**src/rtl/axi_arb_pkg.sv**
```systemverilog
// Shared types and constants for the IFU/LSU AXI4-Lite arbiter.
package axi_arb_pkg;

  typedef enum logic [2:0] {
    ST_IDLE    = 3'd0,
    ST_RD_ADDR = 3'd1,
    ST_RD_DATA = 3'd2,
    ST_WR_REQ  = 3'd3,
    ST_WR_RESP = 3'd4
  } state_t;

  localparam logic [1:0] OWN_NONE = 2'd0;
  localparam logic [1:0] OWN_IFU  = 2'd1;
  localparam logic [1:0] OWN_LSU  = 2'd2;

  localparam logic [1:0] RESP_OKAY   = 2'b00;
  localparam logic [1:0] RESP_SLVERR = 2'b10;

endpackage

```
**src/rtl/arb_pick.sv**
```systemverilog
// Combinational request-to-owner selection: LSU write first, then reads.
// With ARB_RR_EN the IFU/LSU read tie alternates using the last read owner.
module arb_pick
  import axi_arb_pkg::*;
(
  input  logic       ifu_rd_req,
  input  logic       lsu_rd_req,
  input  logic       lsu_wr_req,
`ifdef ARB_RR_EN
  input  logic [1:0] rr_last,
`endif
  output logic [1:0] pick_owner,
  output logic       pick_write
);

  always_comb begin
    pick_owner = OWN_NONE;
    pick_write = 1'b0;
    if (lsu_wr_req) begin
      pick_owner = OWN_LSU;
      pick_write = 1'b1;
    end else if (lsu_rd_req && ifu_rd_req) begin
`ifdef ARB_RR_EN
      pick_owner = (rr_last == OWN_LSU) ? OWN_IFU : OWN_LSU;
`else
      pick_owner = OWN_LSU;
`endif
    end else if (lsu_rd_req) begin
      pick_owner = OWN_LSU;
    end else if (ifu_rd_req) begin
      pick_owner = OWN_IFU;
    end
  end

endmodule

```
**src/rtl/axi_lite_arbiter.sv**
```systemverilog
// Shares one AXI4-Lite slave between the IFU (read-only) and LSU (read/write),
// one transaction at a time. Optional macro ARB_RR_EN: round-robin read ties.
module axi_lite_arbiter
  import axi_arb_pkg::*;
#(
  parameter int ADDR_W = 32,
  parameter int DATA_W = 32
) (
  input  logic                clk,
  input  logic                rst,
  input  logic [ADDR_W-1:0]   ifu_araddr,
  input  logic                ifu_arvalid,
  output logic                ifu_arready,
  input  logic                ifu_rready,
  output logic [DATA_W-1:0]   ifu_rdata,
  output logic [1:0]          ifu_rresp,
  output logic                ifu_rvalid,
  input  logic [ADDR_W-1:0]   lsu_araddr,
  input  logic                lsu_arvalid,
  output logic                lsu_arready,
  input  logic                lsu_rready,
  output logic [DATA_W-1:0]   lsu_rdata,
  output logic [1:0]          lsu_rresp,
  output logic                lsu_rvalid,
  input  logic [ADDR_W-1:0]   lsu_awaddr,
  input  logic                lsu_awvalid,
  input  logic [DATA_W-1:0]   lsu_wdata,
  input  logic [DATA_W/8-1:0] lsu_wstrb,
  input  logic                lsu_wvalid,
  output logic                lsu_awready,
  output logic                lsu_wready,
  input  logic                lsu_bready,
  output logic [1:0]          lsu_bresp,
  output logic                lsu_bvalid,
  output logic [ADDR_W-1:0]   mem_araddr,
  output logic                mem_arvalid,
  output logic                mem_rready,
  input  logic                mem_arready,
  input  logic [DATA_W-1:0]   mem_rdata,
  input  logic [1:0]          mem_rresp,
  input  logic                mem_rvalid,
  output logic [ADDR_W-1:0]   mem_awaddr,
  output logic                mem_awvalid,
  output logic [DATA_W-1:0]   mem_wdata,
  output logic [DATA_W/8-1:0] mem_wstrb,
  output logic                mem_wvalid,
  output logic                mem_bready,
  input  logic                mem_awready,
  input  logic                mem_wready,
  input  logic [1:0]          mem_bresp,
  input  logic                mem_bvalid,
  output logic [1:0]          gnt
);

  // Handshakes: a transfer happens on a rising edge where valid && ready.
  // Only the owner's channel is connected; valid never depends on ready.
  state_t      state_q, state_d;
  logic [1:0]  owner_q, owner_d;
  logic        aw_done_q, aw_done_d;
  logic        w_done_q, w_done_d;
  logic [1:0]  pick_owner;
  logic        pick_write;
  logic        own_ifu;
  logic        aw_fin, w_fin;

  assign own_ifu = (owner_q == OWN_IFU);
  assign aw_fin  = aw_done_q | (mem_awvalid & mem_awready);
  assign w_fin   = w_done_q | (mem_wvalid & mem_wready);

`ifdef ARB_RR_EN
  logic [1:0]  rr_last_q, rr_last_d;

  arb_pick u_pick (
    .ifu_rd_req (ifu_arvalid),
    .lsu_rd_req (lsu_arvalid),
    .lsu_wr_req (lsu_awvalid | lsu_wvalid),
    .rr_last    (rr_last_q),
    .pick_owner (pick_owner),
    .pick_write (pick_write)
  );
`else
  arb_pick u_pick (
    .ifu_rd_req (ifu_arvalid),
    .lsu_rd_req (lsu_arvalid),
    .lsu_wr_req (lsu_awvalid | lsu_wvalid),
    .pick_owner (pick_owner),
    .pick_write (pick_write)
  );
`endif

  always_ff @(posedge clk or posedge rst) begin
    if (rst) begin
      state_q   <= ST_IDLE;
      owner_q   <= OWN_NONE;
      aw_done_q <= 1'b0;
      w_done_q  <= 1'b0;
`ifdef ARB_RR_EN
      rr_last_q <= OWN_IFU;
`endif
    end else begin
      state_q   <= state_d;
      owner_q   <= owner_d;
      aw_done_q <= aw_done_d;
      w_done_q  <= w_done_d;
`ifdef ARB_RR_EN
      rr_last_q <= rr_last_d;
`endif
    end
  end

  // Channel muxing: everything not forwarded in the current state is 0.
  always_comb begin
    ifu_arready = 1'b0;
    ifu_rdata   = '0;
    ifu_rresp   = '0;
    ifu_rvalid  = 1'b0;
    lsu_arready = 1'b0;
    lsu_rdata   = '0;
    lsu_rresp   = '0;
    lsu_rvalid  = 1'b0;
    lsu_awready = 1'b0;
    lsu_wready  = 1'b0;
    lsu_bresp   = '0;
    lsu_bvalid  = 1'b0;
    mem_araddr  = '0;
    mem_arvalid = 1'b0;
    mem_rready  = 1'b0;
    mem_awaddr  = '0;
    mem_awvalid = 1'b0;
    mem_wdata   = '0;
    mem_wstrb   = '0;
    mem_wvalid  = 1'b0;
    mem_bready  = 1'b0;
    gnt         = owner_q;
    case (state_q)
      ST_RD_ADDR: begin
        mem_araddr  = own_ifu ? ifu_araddr : lsu_araddr;
        mem_arvalid = own_ifu ? ifu_arvalid : lsu_arvalid;
        if (own_ifu) ifu_arready = mem_arready;
        else         lsu_arready = mem_arready;
      end
      ST_RD_DATA: begin
        mem_rready = own_ifu ? ifu_rready : lsu_rready;
        if (own_ifu) begin
          ifu_rdata  = mem_rdata;
          ifu_rresp  = mem_rresp;
          ifu_rvalid = mem_rvalid;
        end else begin
          lsu_rdata  = mem_rdata;
          lsu_rresp  = mem_rresp;
          lsu_rvalid = mem_rvalid;
        end
      end
      ST_WR_REQ: begin
        if (!aw_done_q) begin
          mem_awaddr  = lsu_awaddr;
          mem_awvalid = lsu_awvalid;
          lsu_awready = mem_awready;
        end
        if (!w_done_q) begin
          mem_wdata  = lsu_wdata;
          mem_wstrb  = lsu_wstrb;
          mem_wvalid = lsu_wvalid;
          lsu_wready = mem_wready;
        end
      end
      ST_WR_RESP: begin
        mem_bready = lsu_bready;
        lsu_bresp  = mem_bresp;
        lsu_bvalid = mem_bvalid;
      end
      default: ;
    endcase
  end

  always_comb begin
    state_d   = state_q;
    owner_d   = owner_q;
    aw_done_d = aw_done_q;
    w_done_d  = w_done_q;
`ifdef ARB_RR_EN
    rr_last_d = rr_last_q;
`endif
    case (state_q)
      ST_IDLE: begin
        if (pick_owner != OWN_NONE) begin
          owner_d = pick_owner;
          state_d = pick_write ? ST_WR_REQ : ST_RD_ADDR;
`ifdef ARB_RR_EN
          if (!pick_write) rr_last_d = pick_owner;
`endif
        end
      end
      ST_RD_ADDR: begin
        if (mem_arvalid && mem_arready) state_d = ST_RD_DATA;
      end
      ST_RD_DATA: begin
        if (mem_rvalid && mem_rready) begin
          state_d = ST_IDLE;
          owner_d = OWN_NONE;
        end
      end
      ST_WR_REQ: begin
        // AW and W complete independently; move on once both have landed.
        if (aw_fin && w_fin) begin
          aw_done_d = 1'b0;
          w_done_d  = 1'b0;
          state_d   = ST_WR_RESP;
        end else begin
          aw_done_d = aw_fin;
          w_done_d  = w_fin;
        end
      end
      ST_WR_RESP: begin
        if (mem_bvalid && mem_bready) begin
          state_d = ST_IDLE;
          owner_d = OWN_NONE;
        end
      end
      default: begin
        state_d = ST_IDLE;
        owner_d = OWN_NONE;
      end
    endcase
  end

endmodule

```
**config.mk**
```make
export PLATFORM = sky130hd
export DESIGN_NAME = axi_lite_arbiter
export DESIGN_NICKNAME = d
export VERILOG_FILES = /design/src/rtl/axi_arb_pkg.sv /design/src/rtl/arb_pick.sv /design/src/rtl/axi_lite_arbiter.sv
export SDC_FILE = /design/constraint.sdc
export NUM_CORES = 1
export LEC_CHECK = 0
export ABC_AREA = 1
export CAP_MARGIN = 30
export CORE_AREA = 3 3 143 145
export DETAILED_ROUTE_END_ITERATION = 7
export DIE_AREA = 0 0 146 148
export MAX_ROUTING_LAYER = met4
export PLACE_DENSITY = 0.5
export SYNTH_ARGS = -nofsm -noshare
export SYNTH_HDL_FRONTEND = slang
export SYNTH_HIERARCHICAL = 1
export SYNTH_SLANG_ARGS = --single-unit
```
**constraint.sdc**
```tcl
create_clock -name clk -period 1.61 [get_ports clk]
set_clock_uncertainty 0.1 [all_clocks]
set_input_delay 0.322 -clock clk [delete_from_list [all_inputs] [get_ports clk]]
set_output_delay 0.322 -clock clk [all_outputs]
set_load 0.01 [all_outputs]
```
==> impl_metrics.toml, run 1 <==
[logic_synthesis]
yosysWarnings = 6
synth_top_area_frac = 0.288
synthTopCellsByArea = "nand2_1, nor3_1, nor2_1"
synthArstFlopShare = 1.00
synth_cells = 471
synth_common_cells = "nand2_1, nor2_1, nor3_1"
synth_seq_area_share = 0.0824
ys_types = 23
synth_flop_cell = "dfrtp_1"
synth_area_um2 = 2130
synth_seq_cells = 7
syn_nets = 653
syn_area_per_cell_um2 = 4.52
synth_most_common_cell = "nand2_1"
yosys.area.top_type = "nand2_1"
synth_edf_count = 0

[clock_tree]
cts_buffer_depth = 2
cts_max_level = 1
clk_pin_slew_worst_paths_ns = 0.04
cts_made_buffers = 3
cts_tree = "built"
clockRootBuffer = "clkbuf_16"
hold_buffers = 0
clk-insertion-delay-late_ns = 0.23
clkSinkCount = 7

[worst_setup_path]
cp_common_cell = "buf_12"
r2r_cells = 13
slowest_delay_ns = 0.39
reg2reg_from = "state_q[0]"
path_class = "register to output pin"
crit_path_end_kind = "output pin"
critPathTopFamily = "buffers and inverters"
critPathLaunchType = "register"
cp.arrival_ns = 1.57
r2r_end = "state_q[0]"
slowest_stage = "dfrtp_1"
crit_fanout = 7
crit_chain = "inv_2, nand3_4, buf_12, buf_12, nor3_1, buf_2"
rrSetupSlack_ns = -0.25
required_ns = 1.19
worst-path-buf-inv = 4

[cells_and_area]
fill_cells = 1986
layout-drive-gt1-share = 0.530
syn_to_final_growth_pct = 285
diodes = 0
layout.cells.non_filler = 1171
nNetsFinal = 1089

[outcome]
violations = "negative setup slack"
status = "finished with violations"

[die]
fp.dieH_um = 148
boundaryPins = 366
num_rows = 51
core-area_um2 = 19300
die_w_um = 146
initial_core_util = 0.110
die_area_um2 = 21600

[routing]
vias = 4671
drtIter0Drc = 85
wire_per_inst_um = 15.0
drc = 0
drt_pass1_iterations = 4
ant_nets = 0
viasPerCell = 3.99
wirelength_um = 17500

[pwr]
power_density_nw_per_um2 = 1170
ir_drop_uv = 600
p_leak_nw = 3.88
power_mw = 9.55

[sta]
fin_ws_ns = -0.380
setup_viol = 189
hold_viol = 0
rsz0062_at_grt = "true"
fin_crit_ns = 1.99
maxSlewViolCount = 0
fmax_ghz = 0.502
whs_ns = 0.229
worstMarginPinSlew_ns = 0.287
slew_headroom = 0.809
fin_crit_sh = 1.24

[place]
place_hpwl_um = 13100
io_buffers = 365
post-place-cells = 1122
gp_congestion = 0.757

[global_route]
grt_pass1_wl_um = 24900
overflow = 0
first_global_vias = 4633
grt_max_degree = 28
grtUsageTotal = 0.147
antenna_found_initial = 0

[job]
maxCapViolations = 0

[hold_path]
worstHoldPathType = "input pin to async pin"
==> state kept, by name, indices dropped and copies added (netlist names) <==
name and count:
state_q 3, gnt 2, aw_done_q 1, w_done_q 1
==> layout by cell type (no fill, tap or decap), types with 2 or more instances in the layout <==
| cell | n |
|---|---|
| buf_4 | 33 |
| nand2_4 | 4 |
| clkdlybuf4s15_2 | 7 |
| dlymetal6s2s_1 | 2 |
| nor2_1 | 25 |
| nor3_4 | 35 |
| nand3_4 | 2 |
| buf_6 | 88 |
| nor2_2 | 10 |
| inv_2 | 6 |
| nor3_2 | 38 |
| nand3_1 | 3 |
| buf_2 | 117 |
| inv_1 | 49 |
| buf_16 | 4 |
| dfrtp_1 | 6 |
| a21oi_4 | 4 |
| nor3_1 | 2 |
| a21oi_2 | 27 |
| buf_8 | 10 |
| clkdlybuf4s50_1 | 180 |
| nor2_4 | 48 |
| buf_12 | 19 |
| clkbuf_16 | 10 |
| nand2_1 | 150 |
| nand2_2 | 9 |
==> final cells by class <==
class	instances	area (um^2)	area share
repair buffers	470	4590	0.561
well taps	265	332	0.0405
inverters	57	229	0.0280
multi-input cells	368	2770	0.339
flip-flops and latches	7	176	0.0216
clock buffers	4	78.8	0.00963
==> power by group <==
group | internal (mW) | switching (mW)
clock network | 0.331 | 0.105
logic | 4.37 | 4.42
registers | 0.261 | 0.0651
==> worst max path at each step <==
| stage | startpoint | to | slack (ns) | depth (start not counted) |
|---|---|---|---|---|
| 2_1_floorplan | state_q[0] | ifu_rdata[0] | -0.04 | 4 |
| 3_3_place_gp | mem_rdata[8] | lsu_rdata[8] | -0.71 | 4 |
| 3_5_place_dp | mem_rdata[8] | lsu_rdata[8] | -0.70 | 4 |
| 4_1_cts | gnt[1] | ifu_arready | -0.41 | 7 |
| 5_1_grt | state_q[2] | mem_araddr[30] | -0.43 | 6 |
| 6_report | state_q[2] | ifu_rvalid | -0.38 | 6 |
==> timing repair <==
item,4_1_cts,5_1_grt
gates resized for setup,814,246
buffers inserted,25,13
gates cloned,8,8
setup endpoints to repair,189,191
pin swaps,12,25
==> metrics by stage <==
stage               instance area, um^2  setup TNS, ns  setup slack (ns)  utilization
detailed placement                 6960         -83.96            -0.701        0.360
global placement                   6960         -80.38            -0.713        0.360
global route                       8180         -67.47            -0.434        0.423
CTS                                7040         -53.87            -0.406        0.364
floorplan                          2600         -0.116           -0.0385            -
finish                             8180         -52.44            -0.380        0.423
==> routing by layer <==
layer,up-vias,GRT usage,part of all wire,routed length [um]
li1,2325,-,-,-
met2,237,0.275,0.52,9160
met4,0,0.0245,0.011,187
met3,12,0.0251,0.069,1200
met5,-,-,0,0
met1,2097,0.167,0.40,6960
==> logic make-up after synthesis <==
| group | share of synthesized area |
|---|---|
| and+or+nand+nor | 0.650 |
| buffers and inverters | 0.175 |
| AOI/OAI and AO/OA | 0.0923 |
| DFF | 0.0824 |
==> worst reg2reg max path, stage by stage, from the launching register on <==
cell	delay, ns
dfrtp_1	0.37
buf_6	0.15
nand3_4	0.18
buf_12	0.21
buf_8	0.13
nor2_4	0.09
buf_4	0.11
nand2_1	0.05
nand2_2	0.07
nand2_2	0.06
nand2_4	0.08
nand2_2	0.06
nand2_1	0.06
nand2_1	0.04
No activity file was read; power rests on OpenSTA's default activity.
==> run 2: changes to the inputs <==
- CORE_AREA: 3 3 143 145 -> 2 2 142 144
- DIE_AREA: 0 0 146 148 -> 0 0 144 146
- PLACE_DENSITY: 0.5 -> default
- PLACE_DENSITY_LB_ADDON: default -> 0.1
==> run 2 against run 1 <==
Compared with the run above:
- the run still ends with negative setup slack left
- register-to-register slack better by 0.03 ns
- design area up 5.9%
- global-route usage up 1.8 points
- non-clock buffer count up 14
- die area down 2.7%
- via count up 2.9%
- critical endpoint is now mem_araddr[11]
- largest power group unchanged
==> impl_metrics.toml, run 2 (synthesis gave the netlist of run 1 again) <==
[outcome]
status = "finished with violations"
violations = "negative setup slack"

[clock_tree]
clkSinkCount = 7
cts_buffer_depth = 2
clockRootBuffer = "clkbuf_16"
cts_max_level = 1
clk-insertion-delay-late_ns = 0.23
cts_tree = "built"
clk_pin_slew_worst_paths_ns = 0.04
hold_buffers = 0
cts_made_buffers = 3

[cells_and_area]
regArea_um2 = 176
fill_cells = 1911
syn_to_final_growth_pct = 307
layout.cells.non_filler = 1188
layout-drive-gt1-share = 0.562
nNetsFinal = 1103
multi_input_area_um2 = 2900
regMostFlops = "state_q"
most-common-layout-cells = "clkdlybuf4s50_1, nand2_1, buf_6"
final_common_cell = "clkdlybuf4s50_1"
largest_reg_flops = 3

[sta]
rsz0062_at_grt = "true"
worstMarginPinSlew_ns = 0.302
fmax_ghz = 0.509
setup_viol = 189
fin_crit_ns = 1.97
fin_ws_ns = -0.356
hold_viol = 0
fin_crit_sh = 1.22
maxSlewViolCount = 0
whs_ns = 0.243
slew_headroom = 0.799

[pwr]
ir_drop_uv = 521
power_density_nw_per_um2 = 1190
p_leak_nw = 4.06

[worst_setup_path]
required_ns = 1.19
critPathLaunchType = "register"
crit_fanout = 12
slowest_stage = "dfrtp_1"
slowest_delay_ns = 0.39
cp.arrival_ns = 1.54
worst-path-buf-inv = 3
critPathTopFamily = "buffers and inverters"
path_class = "register to output pin"
crit_chain = "or2_4, nor2_4, inv_4, clkbuf_16, a21oi_2, buf_2"
crit_path_end_kind = "output pin"

[routing]
wirelength_um = 18900
ant_nets = 0
drt_pass1_iterations = 4
viasPerCell = 4.05
drc = 0
wire_per_inst_um = 15.9
drtIter0Drc = 80
vias = 4808

[die]
initial_core_util = 0.110
num_rows = 51
die_area_um2 = 21000
fp.dieH_um = 146
boundaryPins = 366
core-area_um2 = 19300
die_w_um = 144

[place]
place_hpwl_um = 14200
post-place-cells = 1125
gp_congestion = 0.810
io_buffers = 365

[hold_path]
worstHoldPathType = "input pin to async pin"

[global_route]
grt_max_degree = 39
overflow = 0
grt_pass1_wl_um = 26400
grtUsageTotal = 0.165
first_global_vias = 4747
antenna_found_initial = 3

[job]
maxCapViolations = 0
[run 2: cell types whose count changed in the layout (fill, tap and decap cells not counted), sizes merged]
cell	change
clkdlybuf4s50	-1
inv	+1
dlymetal6s2s	+2
dlygate4sd2	-1
buf	+23
diode	+3
clkdlybuf4s15	-7
clkinv	-1
clkbuf	-2
[run 2: worst paths after layout]
path | start | to | slack (ns) | cells after the start
setup / recovery | state_q[1] | mem_araddr[11] | -0.36 | 6
max in group asynchronous | rst | gnt[0] | 0.92 | 2
min in group clk | lsu_wvalid | aw_done_q | 0.46 | 5
hold / removal | rst | w_done_q | 0.24 | 2
setup reg to reg | gnt[1] | state_q[1] | -0.22 | 13
hold reg to reg | state_q[1] | state_q[1] | 0.55 | 3
[run 2: timing repair]
item                       in CTS  in global routing
gates resized for setup       861                250
setup endpoints to repair     191                191
pin swaps                       7                 16
gates cloned                   11                  7
buffers inserted               21                 20
[run 2: layout make-up]
type	instances	share of cell area
tap	265	0.0383
clock buffer	4	0.00910
timing repair buffer	484	0.571
multi-input combinational	368	0.335
antenna	3	0.000867
inverter	57	0.0259
sequential	7	0.0204
[run 2: stage by stage]
step                TNS (ns)  power, mW  worst slack, ns  utilization  cell area [um^2]
detailed placement    -83.52       6.71           -0.609        0.364              7040
global route          -58.24       11.0           -0.406        0.448              8660
global placement      -80.50       6.68           -0.623        0.364              7040
CTS                   -45.62       8.31           -0.386        0.381              7360
finish                -45.26       10.3           -0.356        0.448              8660
floorplan             -0.116       3.25          -0.0385            -              2600
[run 2: power breakdown]
group          switching [mW]  total [mW]  internal (mW)  leakage (nW)
Combinational            4.70        9.57           4.87          3.94
Clock                  0.0859       0.415          0.329        0.0382
Sequential             0.0673       0.329          0.261        0.0881
Total                    4.85        10.3           5.46          4.06
[run 2: worst reg2reg max path, delay by kind of cell, from the launching register on]
| family | cells | cell delay (ns) |
|---|---|---|
| flops | 1 | 0.38 |
| buf+inv | 4 | 0.51 |
| simple gates | 8 | 0.61 |
| compound gates | 1 | 0.13 |
[run 2: per-layer routing]
metal / vias to the layer above / GRT usage / part of all wire
li1: 2360 / - / -
met1: 2190 / 0.159 / 0.32
met2: 240 / 0.326 / 0.56
met3: 18 / 0.0392 / 0.096
met4: 0 / 0.0358 / 0.017
met5: - / - / 0
